$ cat src/rtl/seq_shift_pkg.sv
// Shared definitions for the sequential shifter family: default sizes,
// the controller state encoding and a small sizing helper.
package seq_shift_pkg;

    // Default operand width and shift-amount width (SHAMT_W = clog2(WIDTH)).
    localparam int DEF_WIDTH   = 32;
    localparam int DEF_SHAMT_W = 5;

    // Controller states. The fourth code (2'd3) is unused and falls back to IDLE.
    typedef enum logic [1:0] {
        ST_IDLE  = 2'd0,
        ST_SHIFT = 2'd1,
        ST_DONE  = 2'd2
    } state_e;

    // Bits needed for a counter that walks stages 0 .. numStages-1.
    // Never returns less than one bit so a single-stage build still has a counter.
    function automatic int stageWidth(input int numStages);
        int w;
        w = (numStages > 1) ? $clog2(numStages) : 1;
        return w;
    endfunction

endpackage

$ cat src/rtl/seq_shift_left_stage.sv
// sl_stage: one fixed power-of-two stage of the left shifter.
// When enabled, it shifts left by the constant SHIFT with zero fill, or rotates
// left (MSBs re-enter at the LSB) when rot is high. When disabled, it passes
// the input through. Only constant shifts are used, so no barrel shifter is built.
module sl_stage
    import seq_shift_pkg::*;
#(
    parameter int WIDTH = DEF_WIDTH,
    parameter int SHIFT = 1
) (
    input  logic [WIDTH-1:0] in,
    input  logic             en,
    input  logic             rot,
    output logic [WIDTH-1:0] outp
);

    logic [WIDTH-1:0] shifted;
    logic [WIDTH-1:0] wrapped;

    assign shifted = in << SHIFT;
    assign wrapped = in >> (WIDTH - SHIFT);

    // Select pass-through, zero-fill shift, or rotate for this stage.
    always_comb begin
        outp = in;
        if (en) begin
            if (rot) begin
                outp = shifted | wrapped;
            end else begin
                outp = shifted;
            end
        end
    end

endmodule

$ cat src/rtl/seq_shift_left.sv
// seq_shift_left: multi-cycle logical left shifter.
// An operand is accepted on the in_valid/in_ready handshake. The shifter then
// runs SHAMT_W stages, one per clock (shift by 1, 2, 4, ...), each applied
// only when the matching bit of the shift amount is set, so the latency is
// fixed. The result is presented on the out_valid/out_ready handshake.
// Optional feature macro: SEQ_SL_ROTATE_EN adds the in_rot port. When this
// port is set, each active stage rotates instead of shifting.
module seq_shift_left
    import seq_shift_pkg::*;
#(
    parameter int WIDTH   = DEF_WIDTH,
    parameter int SHAMT_W = DEF_SHAMT_W
) (
    input  logic               clock,
    input  logic               reset,
    input  logic               in_valid,
    output logic               in_ready,
    input  logic [WIDTH-1:0]   in_data,
    input  logic [SHAMT_W-1:0] in_shamt,
`ifdef SEQ_SL_ROTATE_EN
    input  logic               in_rot,
`endif
    output logic               out_valid,
    input  logic               out_ready,
    output logic [WIDTH-1:0]   out_data,
    output logic               busy
);

    localparam int STAGE_W = stageWidth(SHAMT_W);
    localparam logic [STAGE_W-1:0] LAST_STAGE = STAGE_W'(SHAMT_W - 1);

    state_e               state_q;
    state_e               state_d;
    logic [WIDTH-1:0]     acc_q;
    logic [WIDTH-1:0]     acc_d;
    logic [SHAMT_W-1:0]   amt_q;
    logic [SHAMT_W-1:0]   amt_d;
    logic [STAGE_W-1:0]   stage_q;
    logic [STAGE_W-1:0]   stage_d;
    logic                 rotSel;

    logic [WIDTH-1:0]     stageOut [SHAMT_W];
    logic [WIDTH-1:0]     stageSel;

`ifdef SEQ_SL_ROTATE_EN
    logic rot_q;
    logic rot_d;

    // The rotate request is captured together with the operand and held for the whole operation.
    always_ff @(posedge clock or posedge reset) begin
        if (reset) begin
            rot_q <= 1'b0;
        end else begin
            rot_q <= rot_d;
        end
    end

    // Capture in_rot on the accept edge. Otherwise keep the current value.
    always_comb begin
        rot_d = rot_q;
        if (state_q == ST_IDLE && in_valid) begin
            rot_d = in_rot;
        end
    end

    assign rotSel = rot_q;
`else
    assign rotSel = 1'b0;
`endif

    // One fixed stage per shift-amount bit. Stage g moves the accumulator by 2**g.
    for (genvar g = 0; g < SHAMT_W; g++) begin : gStage
        sl_stage #(
            .WIDTH (WIDTH),
            .SHIFT (1 << g)
        ) uStage (
            .in   (acc_q),
            .en   (amt_q[g]),
            .rot  (rotSel),
            .outp (stageOut[g])
        );
    end

    // Select the output of the stage that the counter points at this cycle.
    always_comb begin
        stageSel = acc_q;
        for (int i = 0; i < SHAMT_W; i++) begin
            if (stage_q == STAGE_W'(i)) begin
                stageSel = stageOut[i];
            end
        end
    end

    // Controller state register. Reset aborts any operation in flight.
    always_ff @(posedge clock or posedge reset) begin
        if (reset) begin
            state_q <= ST_IDLE;
        end else begin
            state_q <= state_d;
        end
    end

    // Datapath registers: accumulator, latched shift amount and stage counter.
    always_ff @(posedge clock or posedge reset) begin
        if (reset) begin
            acc_q   <= '0;
            amt_q   <= '0;
            stage_q <= '0;
        end else begin
            acc_q   <= acc_d;
            amt_q   <= amt_d;
            stage_q <= stage_d;
        end
    end

    // Next-state logic and datapath updates. The illegal state code falls back to IDLE.
    always_comb begin
        state_d = state_q;
        acc_d   = acc_q;
        amt_d   = amt_q;
        stage_d = stage_q;
        case (state_q)
            ST_IDLE: begin
                if (in_valid) begin
                    acc_d   = in_data;
                    amt_d   = in_shamt;
                    stage_d = '0;
                    state_d = ST_SHIFT;
                end
            end
            ST_SHIFT: begin
                acc_d   = stageSel;
                stage_d = stage_q + STAGE_W'(1);
                if (stage_q == LAST_STAGE) begin
                    state_d = ST_DONE;
                end
            end
            ST_DONE: begin
                if (out_ready) begin
                    state_d = ST_IDLE;
                end
            end
            default: begin
                state_d = ST_IDLE;
            end
        endcase
    end

    // Handshake outputs. The result is forced to zero outside DONE so a stale value never leaks.
    always_comb begin
        in_ready  = 1'b0;
        out_valid = 1'b0;
        out_data  = '0;
        busy      = 1'b0;
        case (state_q)
            ST_IDLE: begin
                in_ready = 1'b1;
            end
            ST_SHIFT: begin
                busy = 1'b1;
            end
            ST_DONE: begin
                busy      = 1'b1;
                out_valid = 1'b1;
                out_data  = acc_q;
            end
            default: begin
                in_ready = 1'b0;
            end
        endcase
    end

endmodule
$ cat config.mk
export PLATFORM = sky130hd
export DESIGN_NAME = seq_shift_left
export DESIGN_NICKNAME = d
export VERILOG_FILES = /design/src/rtl/seq_shift_pkg.sv /design/src/rtl/seq_shift_left_stage.sv /design/src/rtl/seq_shift_left.sv
export SDC_FILE = /design/constraint.sdc
export NUM_CORES = 1
export LEC_CHECK = 0
export ABC_AREA = 1
export BUFFER_PORTS_ARGS = -buffer_cell sky130_fd_sc_hd__buf_2
export CAP_MARGIN = 5
export CORE_UTILIZATION = 40
export CTS_BUF_LIST = sky130_fd_sc_hd__clkbuf_8
export DETAILED_ROUTE_END_ITERATION = 7
export PLACE_DENSITY_LB_ADDON = 0.08
export REMOVE_ABC_BUFFERS = 1
export SLEW_MARGIN = 30
export SYNTH_ARGS = -nofsm -noshare
export SYNTH_HDL_FRONTEND = slang
export SYNTH_SLANG_ARGS = --single-unit
$ cat constraint.sdc
create_clock -name clock -period 5.9 [get_ports clock]
set_input_delay 0 -clock clock [delete_from_list [all_inputs] [get_ports clock]]
set_output_delay 0 -clock clock [all_outputs]
set_load 0.02 [all_outputs]
==> Word level (Yosys, flattened, before mapping) <==
Index checks and enable logic that the tools add are counted.
{ "word_totals": {"out_inout_bits": 35, "elab_cells": 50, "input_bits": 41, "ff_bits": 42} }
{ "classes": {"eq_ne": 15, "muxes": 22, "n_reduce_logical": 8, "addsub": 1} }
{ "op_table": {"columns": ["op", "count"], "rows": [
  ["$mux W32", 12],
  ["$pmux W32 S2", 1],
  ["$ne A6 B6 Y1 const B", 3],
  ["$reduce_and A8 Y1", 1],
  ["$eq A3 B2 Y1 const B", 2],
  ["$mux W2", 3],
  ["$ne A2 B2 Y1 const B", 3],
  ["$pmux W2 S3", 1],
  ["$pmux W3 S2", 1],
  ["$ne A5 B5 Y1 const B", 1],
  ["$ne A4 B4 Y1 const B", 1],
  ["$reduce_and A2 Y1", 2],
  ["$add A3 B1 Y3 const B", 1],
  ["$eq A3 B1 Y1 const B", 1],
  ["$eq A3 B3 Y1 const B", 1],
  ["$logic_not A3 Y1", 1],
  ["$mux W1", 3],
  ["$mux W3", 1],
  ["$ne A3 B3 Y1 const B", 1],
  ["$reduce_and A3 Y1", 1],
  ["$eq A2 B1 Y1 const B", 1],
  ["$eq A2 B2 Y1 const B", 1],
  ["$logic_not A2 Y1", 1],
  ["$reduce_bool A2 Y1", 1],
  ["$reduce_or A2 Y1", 1]
]} }

==> Depth between registers and ports, before layout <==
Gate-level depths: netlist (run 1).
{ "logic_depth": {"word_depth": 7, "ltp_mapped": 13, "depth_no_buf": 12} }

==> Cells and area by module <==
Synthesis (run 1) repeated with hierarchy kept, for this count alone.
{ "unflattened": {"hier_cells": 1306, "hier_area_um2": 6540.0} }
{ "by_module_without_submodules": {"columns": ["mod", "n_inst", "seq_area_each_um2", "cells_per_inst", "area_each_um2"], "rows": [
  ["seq_shift_left", 1, 1051.0, 783, 4200.3],
  ["sl_stage at gStage[0].uStage", 1, 0.0, 104, 488.0],
  ["sl_stage at gStage[1].uStage", 1, 0.0, 104, 483.0],
  ["sl_stage at gStage[4].uStage", 1, 0.0, 106, 473.0],
  ["sl_stage at gStage[3].uStage", 1, 0.0, 105, 452.9],
  ["sl_stage at gStage[2].uStage", 1, 0.0, 104, 442.9]
]} }

==> Worst setup path before layout (run 1) <==
No wires, ideal clock.
{ "synth_timing": {"path_kind": "flip-flop to flip-flop", "startpoint": "register stage_q[0]", "endpoint": "register acc_q[18]", "stages_incl_launch_ff": 14, "arrival_ps": 1815, "n_path_buf": 2, "synth_period_minus_slack_ps": 1880, "path_slack_ps": 4020, "path_cell_list": "dfrtp_1 -> ha_1 -> ha_1 -> buf_4 -> inv_4 -> nand3_4 -> nor2_1 -> nor2_2 -> nand2_2 -> nand2_2 -> nand2_2 -> buf_4 -> nand2_1 -> nand2_1"} }
{ "synth_via": {"elab_chain_len": 6, "word_cells_on_any_way": 17, "cone_classes": "eq/ne: 10; mux: 5; reduce/logical: 2"} }
{ "synth_lines": {"columns": ["element", "line_no", "source"], "rows": [
  ["start, declared", "seq_shift_left.sv:38", "logic [STAGE_W-1:0] stage_q;"],
  ["start signal, assigned", "seq_shift_left.sv:112", "stage_q <= stage_d;"],
  ["$eq A3 B1 Y1", "seq_shift_left.sv:88", "if (stage_q == STAGE_W'(i)) begin"],
  ["$mux W32 (4 in series)", "seq_shift_left.sv:88", null],
  ["$pmux W32 S2", "seq_shift_left.sv:122", "case (state_q)"],
  ["end signal, assigned", "seq_shift_left.sv:106", "acc_q <= '0;"],
  ["end signal, assigned", "seq_shift_left.sv:110", "acc_q <= acc_d;"],
  ["end, declared", "seq_shift_left.sv:34", "logic [WIDTH-1:0] acc_q;"]
]} }
Parallel ways exist; a longest one is shown, timed or not.
A chain may end at the register's enable or synchronous reset.

==> Worst setup path after layout (run 1) <==
{ "layout_timing": {"startpoint": "register stage_q[0]", "endpoint": "register acc_q[15]"} }
Same word-level chain as after synthesis.

==> results of run 1 <==
## cells by family after synthesis
group,after synthesis,share of synthesized area (%)
multiplexers,5,1.63
AO/OA/AOI/OAI,76,12.8
AND/OR/NAND/NOR,355,40.3
adder cells (fa/ha/maj),9,3.26
flip-flops,42,30.4
buffers and inverters,95,11.6
## stage by stage
stage / setup slack (ns) / cells
floorplan: 3.69 / 555
global route: 2.85 / 761
finish: 3.14 / 761
detailed placement: 3.21 / 738
CTS: 3.16 / 761
global placement: 3.27 / 738
## per-layer routing
metal / wire length, um / share of wire [%]
met4: 122 / 1.2
met5: 0 / 0
met1: 5020 / 49
met3: 456 / 4.5
met2: 4570 / 45
## power by group
part | internal [mW] | switching (mW) | total (mW)
combinational | 0.455 | 0.978 | 1.43
clock | 0.123 | 0.107 | 0.230
sequential | 0.428 | 0.156 | 0.584
## cell type report
cell class | instances | area share, %
clock buffers | 5 | 1.68
clock inverters | 3 | 0.915
inverters | 68 | 6.28
multi-input cells | 445 | 48.9
flip-flops and latches | 42 | 25.6
well taps | 105 | 3.20
repair buffers | 93 | 13.4
## sequential cells by signal, indices dropped and copies added, names as in the netlist
signal   cells
state_q      2
acc_q       32
amt_q        5
stage_q      3
## how the worst max path moves through the flow
stage / slack [ns] / from / cells after the start / endpoint
2_1_floorplan: 3.69 / stage_q[0]$_DFFE_PP0P_ / 7 / acc_q[10]$_DFFE_PP0P_
3_3_place_gp: 3.27 / stage_q[0]$_DFFE_PP0P_ / 11 / acc_q[12]$_DFFE_PP0P_
6_report: 3.14 / stage_q[0]$_DFFE_PP0P_ / 11 / acc_q[15]$_DFFE_PP0P_
3_5_place_dp: 3.21 / stage_q[0]$_DFFE_PP0P_ / 11 / acc_q[15]$_DFFE_PP0P_
5_1_grt: 2.85 / stage_q[0]$_DFFE_PP0P_ / 11 / acc_q[30]$_DFFE_PP0P_
4_1_cts: 3.16 / stage_q[0]$_DFFE_PP0P_ / 11 / acc_q[15]$_DFFE_PP0P_
## cell usage after synthesis
master / instances
o21ai_0: 13
buf_1: 2
buf_2: 9
nand3_1: 15
nor2_2: 2
nand3b_1: 1
dfrtp_1: 42
clkbuf_1: 10
nor2_1: 3
o22ai_1: 9
mux2_2: 5
nand3_4: 1
a21oi_1: 37
buf_4: 4
inv_2: 4
nand2_4: 1
nand2_1: 327
buf_6: 2
a21oi_4: 1
o211ai_1: 15
inv_4: 1
nand2_2: 5
clkinv_1: 2
inv_1: 61
o21ai_2: 1
ha_1: 9
## what timing repair did
action,4_1_cts,5_1_grt
hold buffers,15,0
endpoints found under the hold margin,56,0
gates resized for setup,0,0
## critical path, stage by stage, from the launching register on
cell	delay, ns
dfrtp_1	0.43
inv_1	0.08
ha_1	0.23
nand2_2	0.26
clkinv_1	0.47
nand2_1	0.17
nand2_1	0.06
inv_1	0.12
nand2_2	0.11
nand2_2	0.51
nand2_1	0.13
nand2_1	0.10
==> impl_metrics.toml, run 1 <==
[run_status]
status = "complete, but fails checks"
violations = "hold timing"

[yosys]
synth.area.top_cells = "nand2_1, dfrtp_1, inv_1"
yosys.area.top_type = "nand2_1"
synthCells = 582
syn_area_um2 = 3460
synth_top_cell_area_share_pct = 35.5
synth-seq-cells = 42
ys_seq_area_share_pct = 30.4
avgSynthCellArea_um2 = 5.94
yosysUniqueCellTypes = 26
yosysWarningCount = 0

[floorplanning]
die-area_um2 = 9020
row_count = 33
io_pins = 76
die_x_um = 95.0
start_util_pct = 41.7
core_area_um2 = 8300
die_h_um = 95.0

[timing]
finalCritPeriodShare_pct = 46.8
period_needed_ns = 2.76
max_freq_mhz = 362
setup_tns_ns = 0
setup_viol_count_final = 0
hold-worst-slack_ns = -0.00410
slew_headroom_pct = 37.1
rsz0062_at_grt = "false"
finalHoldViolCount = 3
fin_worst_skew_ns = 0.0101
slew_violations = 0
worst_slew_pin_slew_ns = 0.943

[grt]
gr-usage-met3_pct = 3.38
overflow = 0
antenna_found_initial = 0
top_usage_layer = "met2"
met2_usage_pct = 38.4
grtUsageMet1_pct = 34.5
grt_util_all_layers_pct = 24.2
grt_pass1_vias = 3413
grt_max_degree = 51
grt_first_pass_wirelength_um = 16800

[cells_and_area]
area_delta_synth_final_pct = 18.6
layout_common_cells = "nand2_1, buf_2, inv_1, dfrtp_1, a21oi_1"
fillCellCount = 921
post-route-util_pct = 49.4
fin_nets = 705
layout_commonest_cell = "nand2_1"
diodes = 0
multi_input_area_um2 = 2010
post-route-cell-area_um2 = 4100
seqCellArea_um2 = 1050
drive_gt1_share_pct = 16.0

[clocking]
clockBufferDepth = 2
cts-buffers-inserted = 5
insertion_delay_ns = 0.30
cts_setup_buffers = 0
root_buffer = "clkbuf_8"
htree_num_levels = 2
cts_tree = "built"
clkSlewWorstSetupHoldPaths_ns = 0.09
numClockSinks = 42

[route]
detail_route.wl_per_cell_um = 13.4
first_pass_iters = 5
avgViaCountPerCell = 4.92
drc_errors = 0
via_count = 3746
final_antenna_net_count = 0
finalWirelength_um = 10200
drt_iter0_markers = 231

[critical_path]
r2r-start = "stage_q[0]$_DFFE_PP0P_"
required_ns = 6.14
critical_path.endpoint_type = "flop"
reg2reg_depth = 11
r2r_end = "acc_q[15]$_DFFE_PP0P_"
cp.arrival_ns = 3.00
regToRegSetupSlack_ns = 3.14
crit_fanout = 32
start_kind = "flop"
crit_type = "reg -> reg"

[worst_hold_path]
min_path_type = "in -> reg"
min_to = "acc_q[25]$_DFFE_PP0P_"
whs_path_depth = 5
hp-start = "in_data[25]"

[pwr]
ir_drop_mv = 0.248
power.total_mw = 2.25
powerDensity_nw_per_um2 = 548
leakagePower_nw = 2.60

[place]
gp_congestion = 0.832
placed_area_um2 = 3840
hpwl_um = 7040
portBuffers = 75

[run]
maxCapViolations = 0
Power figures use the tool's default switching activity.
==> inputs of run 2 (changes only) <==
clock period = 2.8 ns   (was 5.9 ns; I/O delays follow)
==> run 2 against run 1 <==
  * The run now ends clean
  * Critical path depth up 1
  * Worst setup slack lost 2.6 ns
  * Via count rose by 1.4%
  * Clock skew rose by 0.0022 ns
  * Sequential cell count unchanged
  * Count of clock-buffer cells in the layout is the same
  * Fmax is 22% higher
  * Final area up 2.5%
  * Non-clock buffer count up 11
  * Final cell count grew 1.4%
  * Sequential power grew 110%
  * Power is 120% higher
  * Largest cell class unchanged
  * Highest routed layer unchanged
==> impl_metrics.toml, run 2 (synthesis results as in run 1) <==
[route]
final_antenna_net_count = 0
first_pass_iters = 5
detail_route.wl_per_cell_um = 13.5
drt_iter0_markers = 208
drc_errors = 0
finalWirelength_um = 10400
avgViaCountPerCell = 4.92
via_count = 3797

[critical_path]
startpoint = "stage_q[0]$_DFFE_PP0P_"
cp_common_cell = "nand2_2"
r2r-start = "stage_q[0]$_DFFE_PP0P_"
required_ns = 3.04
reg2reg_depth = 12
cpPeakStageDelay_ns = 0.43
crit_type = "reg -> reg"
r2r_end = "acc_q[13]$_DFFE_PP0P_"
slowest_stage = "dfrtp_1"
cp_cell_sequence = "ha_1 -> ha_1 -> inv_4 -> nand3_4 -> nor2_1 -> nor2_2 -> nand2_2 -> nand2_2 -> nand2_2 -> buf_12 -> nand2_1 -> nand2_1"
crit_fanout = 32
start_kind = "flop"
critical_path.endpoint_type = "flop"
regToRegSetupSlack_ns = 0.54
crit_end = "acc_q[13]$_DFFE_PP0P_"
cp.arrival_ns = 2.50

[timing]
setup_tns_ns = 0
worst_slew_pin_slew_ns = 0.656
slew_headroom_pct = 56.2
setup_viol_count_final = 0
period_needed_ns = 2.26
fin_worst_skew_ns = 0.0123
max_freq_mhz = 442
rsz0062_at_grt = "false"
finalHoldViolCount = 0
hold-worst-slack_ns = 0.000866
slew_violations = 0
finalCritPeriodShare_pct = 80.7

[cells_and_area]
layout_commonest_cell = "nand2_1"
largest_register_ffs = 32
regMostFlops = "acc_q"
area_delta_synth_final_pct = 21.6
diodes = 0
layout_common_cells = "nand2_1, buf_2, inv_1, dfrtp_1, a21oi_1"
fin_nets = 716
largestRegisters = "acc_q: 32 flops, amt_q: 5 flops, stage_q: 3 flops"
drive_gt1_share_pct = 16.9

[floorplanning]
row_count = 33
io_pins = 76
die_x_um = 95.0
die-area_um2 = 9020
start_util_pct = 41.7
core_area_um2 = 8300
die_h_um = 95.0

[clocking]
clkSlewWorstSetupHoldPaths_ns = 0.08
htree_num_levels = 2
cts-buffers-inserted = 5
insertion_delay_ns = 0.30
cts_hold_buf = 18
clockBufferDepth = 2
cts_setup_buffers = 0
root_buffer = "clkbuf_8"
cts-resized-gates = 0
numClockSinks = 42
cts_tree = "built"

[pwr]
leakagePower_nw = 2.66
powerDensity_nw_per_um2 = 1160
power.total_mw = 4.88
ir_drop_mv = 0.783

[worst_hold_path]
min_path_type = "in -> reg"

[place]
hpwl_um = 7300
gp_congestion = 0.911
portBuffers = 75

[run_status]
status = "completed"

[grt]
grt_first_pass_wirelength_um = 17300
antenna_found_initial = 0
grt_max_degree = 50
grt_pass1_vias = 3506
overflow = 0
grt_util_all_layers_pct = 24.7

[run]
maxCapViolations = 0
-- run 2: final cells by class --
class / count / area (um^2)
Tap cell: 105 / 131
Multi-Input combinational cell: 445 / 2010
Sequential cell: 42 / 1050
Inverter: 68 / 258
Clock buffer: 5 / 68.8
Timing Repair Buffer: 104 / 651
Fill cell: 885 / 4100
Clock inverter: 3 / 37.5
-- run 2: critical path: cells and delay by family (launching register included) --
family / cells / cell delay [ns]
flops: 1 / 0.43
simple gates: 8 / 0.77
buf+inv: 2 / 0.42
fa+ha+maj: 2 / 0.57
-- run 2: through the flow --
| stage | setup slack [ns] | cell area (um^2) | cells | utilization [%] |
|---|---|---|---|---|
| finish | 0.540 | 4200 | 772 | 50.7 |
| global route | 0.317 | 4200 | 772 | 50.7 |
| CTS | 0.555 | 4200 | 772 | 50.7 |
| detailed placement | 0.580 | 3920 | 746 | 47.2 |
| global placement | 0.679 | 3920 | 746 | 47.2 |
| floorplan | 0.595 | 3320 | 555 | - |
-- run 2: worst min path at each step --
stage	to	cells after the start	slack, ns	startpoint
after floorplan	amt_q[0]$_DFFE_PP0P_	1	0.15	in_shamt[0]
after global placement	acc_q[31]$_DFFE_PP0P_	3	0.18	reset
after detailed placement	acc_q[31]$_DFFE_PP0P_	3	0.18	reset
after CTS	acc_q[27]$_DFFE_PP0P_	5	0.003	in_data[27]
after global routing	acc_q[25]$_DFFE_PP0P_	5	0.02	in_data[25]
final	acc_q[29]$_DFFE_PP0P_	5	0.0009	in_data[29]
-- run 2: where the power goes --
part,total (mW),internal [mW],leakage (nW),switching (mW)
Sequential,1.23,0.903,0.523,0.331
Clock,0.482,0.260,0.0607,0.222
Combinational,3.16,1.06,2.07,2.10
-- run 2: routing by layer --
layer  vias up  share of wire, %  GRT usage, %
met1      1720                49          34.6
li1       1952                 -             -
met4         0              0.72          4.92
met5         -                 0             0
met3         6               4.8          2.66
met2       119                45          40.9
